<file path="src/rtl/hrm_host_pkg.sv">
// Shared constants and state encodings for the HRM host bridge.
package hrm_host_pkg;

   localparam logic [7:0] CMD_INBOX  = 8'h49;
   localparam logic [7:0] CMD_DUMP   = 8'h44;
   localparam logic [7:0] CMD_STEP   = 8'h53;
   localparam logic [7:0] CMD_BREAK  = 8'h42;
   localparam logic [7:0] CMD_GO     = 8'h47;
   localparam logic [7:0] RSP_DUMP   = 8'h44;
   localparam logic [7:0] RSP_OUTBOX = 8'h4F;

   typedef enum logic [1:0] {
      R_IDLE    = 2'd0,
      R_IN_ARG  = 2'd1,
      R_DMP_ARG = 2'd2
   } rx_state_e;

   typedef enum logic [1:0] {
      T_IDLE = 2'd0,
      T_HDR  = 2'd1,
      T_B1   = 2'd2,
      T_B2   = 2'd3
   } tx_state_e;

   function automatic logic [7:0] dump_status(input logic valid);
      return {7'b0000000, valid};
   endfunction

endpackage

</file>
<file path="src/rtl/hrm_host_tx.sv">
// Frame sequencer: sends a header plus one or two payload bytes over a valid/ready link.
module hrm_host_tx
   import hrm_host_pkg::*;
(
   input  logic       clk,
   input  logic       i_rst,
   input  logic       i_start,
   input  logic [7:0] i_hdr,
   input  logic [7:0] i_b1,
   input  logic [7:0] i_b2,
   input  logic       i_two_bytes,
   output logic [7:0] tx_data,
   output logic       tx_valid,
   input  logic       tx_ready,
   output logic       o_done
);

   tx_state_e  state_q, state_d;
   logic [7:0] data_q, data_d;
   logic       valid_q, valid_d;
   logic [7:0] b1_q, b1_d;
   logic [7:0] b2_q, b2_d;
   logic       two_q, two_d;

   // next-state: payload is captured at start so callers may change their sources afterwards
   always_comb begin
      state_d = state_q;
      data_d  = data_q;
      valid_d = valid_q;
      b1_d    = b1_q;
      b2_d    = b2_q;
      two_d   = two_q;
      o_done  = 1'b0;
      case (state_q)
         T_IDLE: begin
            if (i_start) begin
               state_d = T_HDR;
               data_d  = i_hdr;
               valid_d = 1'b1;
               b1_d    = i_b1;
               b2_d    = i_b2;
               two_d   = i_two_bytes;
            end else begin
               valid_d = 1'b0;
            end
         end
         T_HDR: begin
            if (tx_ready) begin
               state_d = T_B1;
               data_d  = b1_q;
            end else begin
               state_d = T_HDR;
            end
         end
         T_B1: begin
            if (tx_ready && two_q) begin
               state_d = T_B2;
               data_d  = b2_q;
            end else if (tx_ready) begin
               state_d = T_IDLE;
               valid_d = 1'b0;
               o_done  = 1'b1;
            end else begin
               state_d = T_B1;
            end
         end
         T_B2: begin
            if (tx_ready) begin
               state_d = T_IDLE;
               valid_d = 1'b0;
               o_done  = 1'b1;
            end else begin
               state_d = T_B2;
            end
         end
         default: begin
            state_d = T_IDLE;
            valid_d = 1'b0;
         end
      endcase
   end

   // state and frame registers
   always_ff @(posedge clk) begin
      if (i_rst) begin
         state_q <= T_IDLE;
         data_q  <= 8'h00;
         valid_q <= 1'b0;
         b1_q    <= 8'h00;
         b2_q    <= 8'h00;
         two_q   <= 1'b0;
      end else begin
         state_q <= state_d;
         data_q  <= data_d;
         valid_q <= valid_d;
         b1_q    <= b1_d;
         b2_q    <= b2_d;
         two_q   <= two_d;
      end
   end

   assign tx_data  = data_q;
   assign tx_valid = valid_q;

endmodule

</file>
<file path="src/rtl/hrm_host_bridge.sv">
// Host bridge for the HRM CPU: parses host commands, feeds the INBOX, and frames
// dump snapshots and OUTBOX bytes back to the host.
module hrm_host_bridge
   import hrm_host_pkg::*;
#(
   parameter bit DRAIN_EN = 1'b1
) (
   input  logic       clk,
   input  logic       i_rst,
   input  logic [7:0] rx_data,
   input  logic       rx_valid,
   output logic [7:0] tx_data,
   output logic       tx_valid,
   input  logic       tx_ready,
   output logic [7:0] cpu_in_data,
   output logic       cpu_in_wr,
   input  logic       cpu_in_full,
   input  logic [7:0] cpu_out_data,
   input  logic       cpu_out_empty,
   output logic       cpu_out_rd,
   output logic [2:0] cpu_dmp_chip_select,
   output logic [4:0] cpu_dmp_fifo_pos,
   input  logic [7:0] cpu_dmp_data,
   input  logic       cpu_dmp_valid,
   output logic       cpu_debug,
   output logic       cpu_nxtInstr,
   output logic       o_drop
);

   rx_state_e  rx_state_q, rx_state_d;
   logic [7:0] in_data_q, in_data_d;
   logic       in_wr_q, in_wr_d;
   logic       nxt_q, nxt_d;
   logic       debug_q, debug_d;
   logic       drop_q, drop_d;
   logic [2:0] sel_q, sel_d;
   logic [4:0] pos_q, pos_d;
   logic       snap_q, snap_d;
   logic       pend_q, pend_d;
   logic       snap_valid_q, snap_valid_d;
   logic [7:0] snap_data_q, snap_data_d;
   logic       out_rd_q, out_rd_d;
   logic       busy_q, busy_d;

   logic       start_dump;
   logic       tx_start;
   logic       tx_done;
   logic [7:0] frame_hdr;
   logic [7:0] frame_b1;

   // command parser
   always_comb begin
      rx_state_d = rx_state_q;
      in_data_d  = in_data_q;
      in_wr_d    = 1'b0;
      nxt_d      = 1'b0;
      debug_d    = debug_q;
      drop_d     = 1'b0;
      sel_d      = sel_q;
      pos_d      = pos_q;
      snap_d     = 1'b0;
      if (rx_valid) begin
         case (rx_state_q)
            R_IDLE: begin
               case (rx_data)
                  CMD_INBOX: rx_state_d = R_IN_ARG;
                  CMD_DUMP:  rx_state_d = R_DMP_ARG;
                  CMD_STEP:  nxt_d      = 1'b1;
                  CMD_BREAK: debug_d    = 1'b1;
                  CMD_GO:    debug_d    = 1'b0;
                  default:   rx_state_d = R_IDLE;
               endcase
            end
            R_IN_ARG: begin
               rx_state_d = R_IDLE;
               if (!cpu_in_full) begin
                  in_wr_d   = 1'b1;
                  in_data_d = rx_data;
               end else begin
                  drop_d = 1'b1;
               end
            end
            R_DMP_ARG: begin
               rx_state_d = R_IDLE;
               // one request deep: a snapshot still on its way to pending also counts
               if (pend_q || snap_q) begin
                  drop_d = 1'b1;
               end else begin
                  sel_d  = rx_data[2:0];
                  pos_d  = rx_data[7:3];
                  snap_d = 1'b1;
               end
            end
            default: rx_state_d = R_IDLE;
         endcase
      end else begin
         rx_state_d = rx_state_q;
      end
   end

   // dump snapshot, OUTBOX pop and frame arbitration
   always_comb begin
      snap_valid_d = snap_valid_q;
      snap_data_d  = snap_data_q;
      start_dump   = !busy_q && pend_q && !out_rd_q;
      tx_start     = start_dump || out_rd_q;
      frame_hdr    = start_dump ? RSP_DUMP : RSP_OUTBOX;
      frame_b1     = start_dump ? dump_status(snap_valid_q) : cpu_out_data;
      out_rd_d     = DRAIN_EN && !busy_q && !out_rd_q && !pend_q && !cpu_out_empty;
      if (snap_q) begin
         snap_valid_d = cpu_dmp_valid;
         snap_data_d  = cpu_dmp_data;
         pend_d       = 1'b1;
      end else if (start_dump) begin
         pend_d = 1'b0;
      end else begin
         pend_d = pend_q;
      end
      if (tx_start) begin
         busy_d = 1'b1;
      end else if (tx_done) begin
         busy_d = 1'b0;
      end else begin
         busy_d = busy_q;
      end
   end

   // state and output registers
   always_ff @(posedge clk) begin
      if (i_rst) begin
         rx_state_q   <= R_IDLE;
         in_data_q    <= 8'h00;
         in_wr_q      <= 1'b0;
         nxt_q        <= 1'b0;
         debug_q      <= 1'b0;
         drop_q       <= 1'b0;
         sel_q        <= 3'd0;
         pos_q        <= 5'd0;
         snap_q       <= 1'b0;
         pend_q       <= 1'b0;
         snap_valid_q <= 1'b0;
         snap_data_q  <= 8'h00;
         out_rd_q     <= 1'b0;
         busy_q       <= 1'b0;
      end else begin
         rx_state_q   <= rx_state_d;
         in_data_q    <= in_data_d;
         in_wr_q      <= in_wr_d;
         nxt_q        <= nxt_d;
         debug_q      <= debug_d;
         drop_q       <= drop_d;
         sel_q        <= sel_d;
         pos_q        <= pos_d;
         snap_q       <= snap_d;
         pend_q       <= pend_d;
         snap_valid_q <= snap_valid_d;
         snap_data_q  <= snap_data_d;
         out_rd_q     <= out_rd_d;
         busy_q       <= busy_d;
      end
   end

   hrm_host_tx u_tx (
      .clk         (clk),
      .i_rst       (i_rst),
      .i_start     (tx_start),
      .i_hdr       (frame_hdr),
      .i_b1        (frame_b1),
      .i_b2        (snap_data_q),
      .i_two_bytes (start_dump),
      .tx_data     (tx_data),
      .tx_valid    (tx_valid),
      .tx_ready    (tx_ready),
      .o_done      (tx_done)
   );

   assign cpu_in_data         = in_data_q;
   assign cpu_in_wr           = in_wr_q;
   assign cpu_out_rd          = out_rd_q;
   assign cpu_dmp_chip_select = sel_q;
   assign cpu_dmp_fifo_pos    = pos_q;
   assign cpu_debug           = debug_q;
   assign cpu_nxtInstr        = nxt_q;
   assign o_drop              = drop_q;

endmodule

</file>
<file path="config.mk">
export PLATFORM = sky130hd
export DESIGN_NAME = hrm_host_bridge
export DESIGN_NICKNAME = d
export VERILOG_FILES = /design/src/rtl/hrm_host_pkg.sv /design/src/rtl/hrm_host_tx.sv /design/src/rtl/hrm_host_bridge.sv
export SDC_FILE = /design/constraint.sdc
export NUM_CORES = 1
export LEC_CHECK = 0
export CAP_MARGIN = 15
export CORE_ASPECT_RATIO = 0.8
export CORE_MARGIN = 5
export CORE_UTILIZATION = 50
export DETAILED_ROUTE_END_ITERATION = 8
export PLACE_DENSITY = 0.8
export SYNTH_ARGS = -nofsm -noshare
export SYNTH_HDL_FRONTEND = slang
export SYNTH_SLANG_ARGS = --single-unit
</file>
<file path="constraint.sdc">
create_clock -name clk -period 3 [get_ports clk]
set_input_delay 0.9 -clock clk [delete_from_list [all_inputs] [get_ports clk]]
set_output_delay 0.9 -clock clk [all_outputs]
set_load 0.05 [all_outputs]
</file>
; Yosys cells after proc, flatten, opt, wreduce, memory -nomap -nowiden
; Cells that the tools add are included.
[classes]
n_reduce_logical = 31
n_mux = 32
n_eq_ne = 15
bitwise = 6
[ops]
columns = operator, n
row1 = == test 8 x 7 -> 1 bit (second input constant), 5
row2 = two-way mux 8 bit, 4
row3 = one-hot mux 8 bit (3 select lines), 1
row4 = two-way mux 1 bit, 14
row5 = two-way mux 2 bit, 6
row6 = OR reduction 3 bit, 4
row7 = AND reduction 3 bit, 3
row8 = != test 2 bit (second input constant), 4
row9 = one-hot mux 2 bit (4 select lines), 1
row10 = == test 2 bit (second input constant), 3
row11 = logical AND 1 bit, 6
row12 = inverter 1 bit, 6
row13 = one-hot mux 1 bit (2 select lines), 3
row14 = one-hot mux 2 bit (3 select lines), 1
row15 = AND reduction 2 bit, 3
row16 = nonzero test 2 bit, 3
row17 = nonzero test 3 bit, 2
row18 = == test 2 x 1 -> 1 bit (second input constant), 2
row19 = zero test 1 bit, 4
row20 = zero test 2 bit, 2
row21 = two-way mux 4 bit, 1
row22 = AND reduction 4 bit, 1
row23 = one-hot mux 1 bit (3 select lines), 1
row24 = logical OR 1 bit, 2
row25 = 2 further kinds, 2
[totals]
register_bits = 63

; Longest topological paths before layout
; Gate-level depths: netlist of the first run.
[depth]
ltp_word = 6
mapped_depth = 7

; Hierarchy
; From an unflattened synthesis of the first run, not the netlist that was laid out.
[hier_totals]
cells_unflattened = 327
hier_area_um2 = 2834.0
[modules_own_cells]
columns = module, seq_area_each_um2, cells_per_inst, n_inst, area_each_um2
row1 = hrm_host_bridge, 700.7, 163, 1, 1468.9
row2 = hrm_host_tx, 560.5, 164, 1, 1365.1

; Least setup slack after synthesis of the first run
; Ideal clock, no wire load.
[synth_timing]
path_type = input-to-reg
start = input rx_data[5]
end = register debug_q, in the netlist cpu_debug
setup_ps = 74
path_stages = 4
setup_slack_ps = 1050
t_arrival_ps = 1876
t_required_ps = 2926
n_path_buf = 0
path_cell_list = and4bb_1 > nand3b_2 > or4_1 > a31oi_1
[synth_between]
elab_chain_len = 3
elab_cells_between_ends = 5
[synth_rtl]
columns = item, line_no
row1 = "start, declared", hrm_host_bridge.sv:10  ; input logic [7:0] rx_data,
row2 = == test 8 x 7 -> 1 bit, hrm_host_bridge.sv:65  ; case (rx_data)
row3 = nonzero test 2 bit (no line), --
row4 = AND reduction 3 bit (no line), --
row5 = "end signal, assigned", hrm_host_bridge.sv:150  ; debug_q <= debug_d;
row6 = "end, declared", hrm_host_bridge.sv:34  ; logic debug_q, debug_d;
; Parallel ways exist; a longest one is shown, timed or not.
; A chain may end at the register's enable or synchronous reset.

; Worst setup path after layout of the first run
[layout_timing]
start = register out_rd_q, in the netlist cpu_out_rd
end = output cpu_out_rd
[layout_rtl]
columns = item, line_no
row1 = "start, declared", hrm_host_bridge.sv:42  ; logic out_rd_q, out_rd_d;
row2 = "start signal, assigned", hrm_host_bridge.sv:158  ; out_rd_q <= out_rd_d;
row3 = "end, declared", hrm_host_bridge.sv:20  ; output logic cpu_out_rd,
; No word-level cell between the ends.

==> results of run 1 <==
-- synthesized netlist by cell type (2+ instances only) --
library cell   n  share of area [%]
buf_2          3               0.56
nand2b_1       2               0.47
clkbuf_1      10                1.4
o21a_1         2               0.56
o21ai_0        6                1.1
a211oi_1       2               0.56
a311oi_1       2               0.66
a21oi_1       28                5.2
dfxtp_1       63                 47
mux2_2         8                3.4
nor3_1         2               0.37
nor2_1        41                5.8
ha_1           9                4.2
nand2_1       39                5.5
inv_1          7               0.98
or4_1          2               0.56
buf_1          3               0.42
nand3b_1       2               0.56
o21ai_2        2               0.66
nand3_1        4               0.75
a22oi_1       16                4.5
nor2b_1       13                3.0
mux2i_1       19                7.1
-- power groups by stage --
stage          registers (uW)  logic, uW  clock network [uW]
2_1_floorplan            1020        352                   0
3_3_place_gp              939        591                   0
3_5_place_dp              940        609                   0
4_1_cts                   921        614                 650
5_1_grt                   928        667                 695
6_report                  921        613                 635
-- cells by family (layout without fill, tap and decap cells) --
group	after synthesis	in the layout	share of synthesized area [%]
buffers and inverters	23	85	3.374
flip-flops	63	63	47.24
XOR/XNOR	1	1	0.3281
AND/OR/NAND/NOR	113	113	19.49
AO/OA/AOI/OAI	63	63	14.86
multiplexers	27	27	10.50
adder cells (fa/ha/maj)	9	9	4.218
-- per-layer routing --
metal	share of wire [%]	track usage (%)	routed length, um
met5	0	0	0
met4	0.94	6.755	57
met3	4.7	5.923	282
met2	48	29.80	2872
met1	47	24.31	2824
-- worst max-delay path by stage --
stage / to / from
after global routing: cpu_out_rd / cpu_out_rd
after floorplan: cpu_debug / rx_data[5]
after global placement: u_tx.tx_data[5] / tx_ready
after CTS: cpu_out_rd / cpu_out_rd
final: cpu_out_rd / cpu_out_rd
after detailed placement: u_tx.tx_data[3] / tx_ready
-- flip-flops by register name (all words and copies together) (netlist names), 2 cells and up --
register / cells
cpu_in_data: 8
snap_data_q: 8
u_tx.b1_q: 8
u_tx.b2_q: 8
u_tx.tx_data: 8
cpu_dmp_fifo_pos: 5
cpu_dmp_chip_select: 3
rx_state_q: 2
u_tx.state_q: 2
-- per-stage QoR --
step	std cells	hold WS, ns	util (%)
floorplan	299	0.4312	-
global placement	407	0.4418	64.92
detailed placement	407	0.4453	64.92
CTS	423	0.4520	68.31
global route	423	0.4790	68.31
finish	423	0.4460	68.31
-- cell type report --
| type | count | share of cell area (%) |
|---|---|---|
| clock inverters | 7 | 1.402 |
| well taps | 62 | 2.229 |
| repair buffers | 62 | 17.91 |
| multi-input cells | 213 | 37.90 |
| clock buffers | 9 | 3.560 |
| flip-flops and latches | 63 | 36.25 |
| inverters | 7 | 0.7551 |
==> out/results.tsv, run 1 <==
stage	metric	value	unit
route	routed len/inst	14.27	um
power	Worst VDD drop	396.0	uV
route	drt first pass iters	4	
sta	setup_tns	0	ns
worst_setup_path	reg-to-reg slack, setup	1.00	ns
cts	hold-fix buffers at CTS	0	
layout	Nets	396	
cts	CTS Buffer Depth	2	
route	post-route ant nets	0	
layout	design area	3480	sq um
worst_setup_path	Setup CP Type	reg -> out	
sta	fin crit period	2.629	ns
worst_setup_path	R2R Path End	u_tx.tx_data[3]	
floorplanning	Die Area	6911	sq um
worst_setup_path	CP arrival	1.73	ns
sta	Tcrit/Tclk final	87.65	%
placement	Placer Congestion	0.8874	
route	initial DRC count	119	
cts	Clock transition at path regs	0.07	ns
route	Vias per Instance	5.388	
global_route	vias in the first global route	2155	
global_route	GRT Residual Overflow	0	
power	internal power	1440	uW
worst_setup_path	Worst Setup Start Kind	flip-flop	
floorplanning	Die W	91.70	um
global_route	largest net degree at the start of global routing	47	
worst_setup_path	Largest stage delay, worst path	0.87	ns
layout	share of layout cells above drive strength 1	8.864	%
sta	Worst-Margin Slew	0.6276	ns
global_route	GRT Total Usage	18.68	%
global_route	first-pass GRT wire length	10.13	mm
placement	placed cell area	3307	sq um
layout	commonest non-fill, non-tap cells in the layout	63 x dfxtp_1, 59 x clkdlybuf4s50_1, 41 x nor2_1, 39 x nand2_1, 28 x a21oi_1	
logic_synthesis	Async S/R FF share, synth	0	%
cts	Clock Latency Late Sink	0.34	ns
floorplanning	Placeable Area	5094	sq um
sta	fin. max-slew vios	0	
worst_setup_path	CP Capture Type	primary output	
worst_setup_path	Worst Path Required	2.10	ns
power	switching portion of total power	33.63	%
cts	setup bufs post-CTS	0	
layout	most common cell after layout, fill and taps aside	dfxtp_1	
worst_hold_path	WHS Endpoint	u_tx.b2_q[0]	
global_route	antenna violations before repair	0	
placement	Setup Slack @ Placement	0.4446	ns
logic_synthesis	net count after synthesis	339	
route	DRT Wirelength	6.036	mm
power	Reg power frac	42.5	%
logic_synthesis	synth warn	0	
placement	HPWL after detailed placement	4.430	mm
power	Sw Pwr	729.3	uW
worst_setup_path	slowest stage cell, crit path	clkdlybuf4s50_1	
run	max-cap violations	0	
layout	Fillers	428	
worst_hold_path	Hold Path Class	reg -> reg	
floorplanning	Initial Util	52.42	%
logic_synthesis	synthesized flop and latch total	63	
worst_setup_path	r2r worst-path depth	5	
placement	input/output buffers	60	
power	power share of the combinational group	28.3	%
floorplanning	row cnt	23	
logic_synthesis	number of synthesized flops with an enable pin	0	
worst_setup_path	Crit path buffers/inverters	1	
layout	multi-input logic area	1319	sq um
logic_synthesis	sequential area share after synthesis	47.24	%
logic_synthesis	Mapped Cells	299	
worst_setup_path	Critical Path Stages	1	
cts	CTS tree	built	
worst_setup_path	Critical R2R Launch	u_tx.state_q[1]	
floorplanning	Top Ports	61	
route	DRC violations left	0	
worst_setup_path	Crit path max-delay family	buffers and inverters	
sta	RSZ-0062 raised after global routing	no	
cts	TritonCTS buffer count	9	
logic_synthesis	cell area after synthesis	2670	sq um
worst_setup_path	CP Max Fanout	10	
sta	relative slew slack	58.16	%
cts	root buffer cell	clkbuf_8	
status	status	finished clean	
power	P_leak	0.001299	uW
layout	area delta synth->final	30.32	%
sta	Final WS setup	0.3706	ns
logic_synthesis	top_reg_cell synth	dfxtp_1	
floorplanning	die height	75.36	um
sta	Final Hold Viols	0	
sta	final setup violating endpoints	0	
power	clock power share	29.3	%
layout	Sequential cell area	1261	sq um
worst_hold_path	Hold Path Origin	snap_data_q[0]	
cts	CTS Sinks	63	
cts	post-CTS sizing	0	
sta	Clock Skews	0.007807	ns
logic_synthesis	syn avg cell area	8.930	sq um
worst_setup_path	crit-path cells	clkdlybuf4s50_1	
logic_synthesis	synth unique cells	37	
power	PnR Total Power	2169	uW
cts	H-tree depth	3	
sta	maximum clock rate	380.3	MHz
route	vias	2279	
power	PD cells	623.3	nW/um^2
worst_hold_path	Worst Hold Depth	2	
layout	Inserted Diodes	0	
(Power assumes the default switching activity.)
==> run 2, diff against run 1 <==
- CTS_BUF_LIST: not set -> sky130_fd_sc_hd__clkbuf_4
- clock period: 3 -> 2.9 ns (I/O delays scaled with it)
==> run 2 against run 1 <==
Compared with the run above: via count shrank 1.1%; clock-buffer cell count is the same; global-route usage shrank 0.21 points; critical path depth is the same; final cell count is the same; utilization shrank 0.61 points; clock power shrank 6.6%; first-iteration DRC count is the same; sequential power grew 3.5%; die area is the same; worst hold slack gained 0.012 ns; combinational power grew 3%; largest cell class unchanged; highest routed layer unchanged.
==> out/results.tsv, run 2 (synthesis results as in run 1) <==
stage	metric	value	unit	change
power	Reg power frac	43.7	%	was 42.5%
sta	relative slew slack	58.35	%	was 58.16%
placement	HPWL after detailed placement	4.393	mm	was 4.430 mm
floorplanning	Die Area	6911	sq um	unchanged
route	drt first pass iters	4		unchanged
cts	hold-fix buffers at CTS	0		unchanged
global_route	first-pass GRT wire length	9.860	mm	was 10.13 mm
worst_setup_path	Crit path buffers/inverters	1		unchanged
cts	H-tree depth	3		unchanged
cts	CTS tree	built		unchanged
route	routed len/inst	14.22	um	was 14.27 um
sta	setup_tns	0	ns	unchanged
power	Sw Pwr	738.6	uW	was 729.3 uW
placement	input/output buffers	60		unchanged
floorplanning	Die W	91.70	um	unchanged
global_route	GRT Total Usage	18.47	%	was 18.68%
sta	RSZ-0062 raised after global routing	no		unchanged
route	Vias per Instance	5.331		was 5.388
sta	Final Hold Viols	0		unchanged
worst_setup_path	Worst Path Required	2.03	ns	was 2.10 ns
floorplanning	Placeable Area	5094	sq um	unchanged
cts	CTS Buffer Depth	2		unchanged
floorplanning	Top Ports	61		unchanged
cts	Clock transition at path regs	0.10	ns	was 0.07 ns
route	initial DRC count	119		unchanged
worst_setup_path	worst setup path start	cpu_out_rd		unchanged
power	PD cells	631.8	nW/um^2	was 623.3 nW/um^2
worst_setup_path	Setup CP Type	reg -> out		unchanged
layout	area delta synth->final	29.15	%	was 30.32%
route	DRT Wirelength	6.016	mm	was 6.036 mm
worst_hold_path	Hold Path Class	reg -> reg		unchanged
sta	fin crit period	2.688	ns	
global_route	largest net degree at the start of global routing	47		unchanged
layout	Inserted Diodes	0		unchanged
global_route	vias in the first global route	2105		was 2,155
cts	CTS Sinks	63		unchanged
sta	maximum clock rate	372.1	MHz	
worst_setup_path	slowest stage cell, crit path	clkdlybuf4s50_1		unchanged
worst_setup_path	r2r worst-path depth	5		unchanged
worst_setup_path	CP arrival	1.82	ns	was 1.73 ns
global_route	GRT Residual Overflow	0		unchanged
cts	root buffer cell	clkbuf_4		was clkbuf_8
worst_setup_path	crit-path cells	clkdlybuf4s50_1		unchanged
run	max-cap violations	0		unchanged
sta	Worst-Margin Slew	0.6247	ns	was 0.6276 ns
floorplanning	Initial Util	52.42	%	unchanged
worst_setup_path	R2R Path End	u_tx.tx_data[3]		unchanged
layout	Core Util, Final	67.70	%	was 68.31%
worst_setup_path	CP Max Fanout	10		unchanged
cts	Clock Latency Late Sink	0.42	ns	was 0.34 ns
layout	commonest non-fill, non-tap cells in the layout	63 x dfxtp_1, 59 x clkdlybuf4s50_1, 41 x nor2_1, 39 x nand2_1, 28 x a21oi_1		unchanged
floorplanning	row cnt	23		unchanged
cts	post-CTS sizing	0		unchanged
placement	Placer Congestion	0.8869		was 0.8874
worst_setup_path	Critical Path End	cpu_out_rd		unchanged
global_route	antenna violations before repair	0		unchanged
worst_setup_path	reg-to-reg slack, setup	0.90	ns	was 1.00 ns
cts	TritonCTS buffer count	9		unchanged
layout	share of layout cells above drive strength 1	8.587	%	was 8.864%
power	internal power	1440	uW	about the same
route	vias	2255		was 2,279
sta	final setup violating endpoints	0		unchanged
power	clock power share	27.2	%	was 29.3%
worst_setup_path	CP Capture Type	primary output		unchanged
worst_setup_path	Critical R2R Launch	u_tx.state_q[1]		unchanged
route	post-route ant nets	0		unchanged
status	status	finished clean		unchanged
layout	most common cell after layout, fill and taps aside	dfxtp_1		unchanged
worst_setup_path	Largest stage delay, worst path	0.87	ns	about the same
layout	Nets	396		unchanged
power	power share of the combinational group	29.0	%	was 28.3%
power	P_leak	0.001276	uW	was 0.001299 uW
sta	fin. max-slew vios	0		unchanged
floorplanning	die height	75.36	um	unchanged
sta	Clock Skews	0.01733	ns	was 0.007807 ns
sta	Tcrit/Tclk final	92.68	%	
cts	setup bufs post-CTS	0		unchanged
power	switching portion of total power	33.90	%	was 33.63%
worst_setup_path	Crit path max-delay family	buffers and inverters		unchanged
worst_setup_path	Worst Setup Start Kind	flip-flop		unchanged
route	DRC violations left	0		unchanged
power	Worst VDD drop	318.5	uV	was 396.0 uV
worst_setup_path	Critical Path Stages	1		unchanged
run 2: cell count changes in the layout (fill, tap and decap cells not counted), sizes merged:
cell      previous run  this run
inv                  8         7
clkinvlp             1         3
clkinv               5         3
bufinv               0         1
run 2: worst min-delay path by stage:
stage / slack, ns / to / from / cells after the start
3_5_place_dp: 0.45 / cpu_dmp_fifo_pos[1] / cpu_dmp_fifo_pos[1] / 2
2_1_floorplan: 0.43 / u_tx.b2_q[0] / snap_data_q[0] / 2
6_report: 0.46 / u_tx.b2_q[7] / snap_data_q[7] / 2
3_3_place_gp: 0.44 / cpu_dmp_chip_select[1] / cpu_dmp_chip_select[1] / 2
5_1_grt: 0.48 / u_tx.b2_q[4] / u_tx.b2_q[4] / 2
4_1_cts: 0.46 / cpu_dmp_fifo_pos[4] / cpu_dmp_fifo_pos[4] / 2
run 2: layout make-up:
type,count,area [sq um]
Clock buffer,9,67.56
Clock inverter,7,73.82
Fill cell,440,1645
Inverter,7,26.28
Multi-Input combinational cell,213,1319
Sequential cell,63,1261
Tap cell,62,77.57
Timing Repair Buffer,62,623.1
run 2: power groups by stage:
stage                     registers (uW)  logic (uW)  clock network [uW]
after global placement               971         612                   0
after global routing                 960         687                 649
after detailed placement             973         631                   0
after CTS                            953         635                 607
after floorplan                     1050         364                   0
final                                953         633                 593
run 2: worst register-to-register path, cell delays in order, from the launching register on:
cell and delay (ns):
dfxtp_1 0.35, inv_1 0.13, ha_1 0.46, a21oi_1 0.15, o21ai_2 0.40, mux2_2 0.39
run 2: routing by layer:
metal,part of all wire (%),up-vias,track usage [%]
li1,-,1141,-
met1,45,1051,23.21
met2,47,58,29.88
met3,6.4,5,6.120
met4,1.3,0,7.578
met5,0,-,0
run 2: through the flow:
step	power, uW	hold slack [ns]	setup slack [ns]	cells	instance area, sq um
floorplan	1418	0.4312	0.9801	299	2670
global placement	1583	0.4418	0.4249	407	3307
detailed placement	1604	0.4461	0.3571	407	3307
CTS	2194	0.4626	0.1991	423	3448
global route	2295	0.4819	0.1553	423	3448
finish	2179	0.4581	0.2123	423	3448
==> run 3, diff against run 2 <==
- SETUP_SLACK_MARGIN: not set -> 0.15
==> results of run 3 <==
Final layout, timing and power as in run 2 (identical DEF).
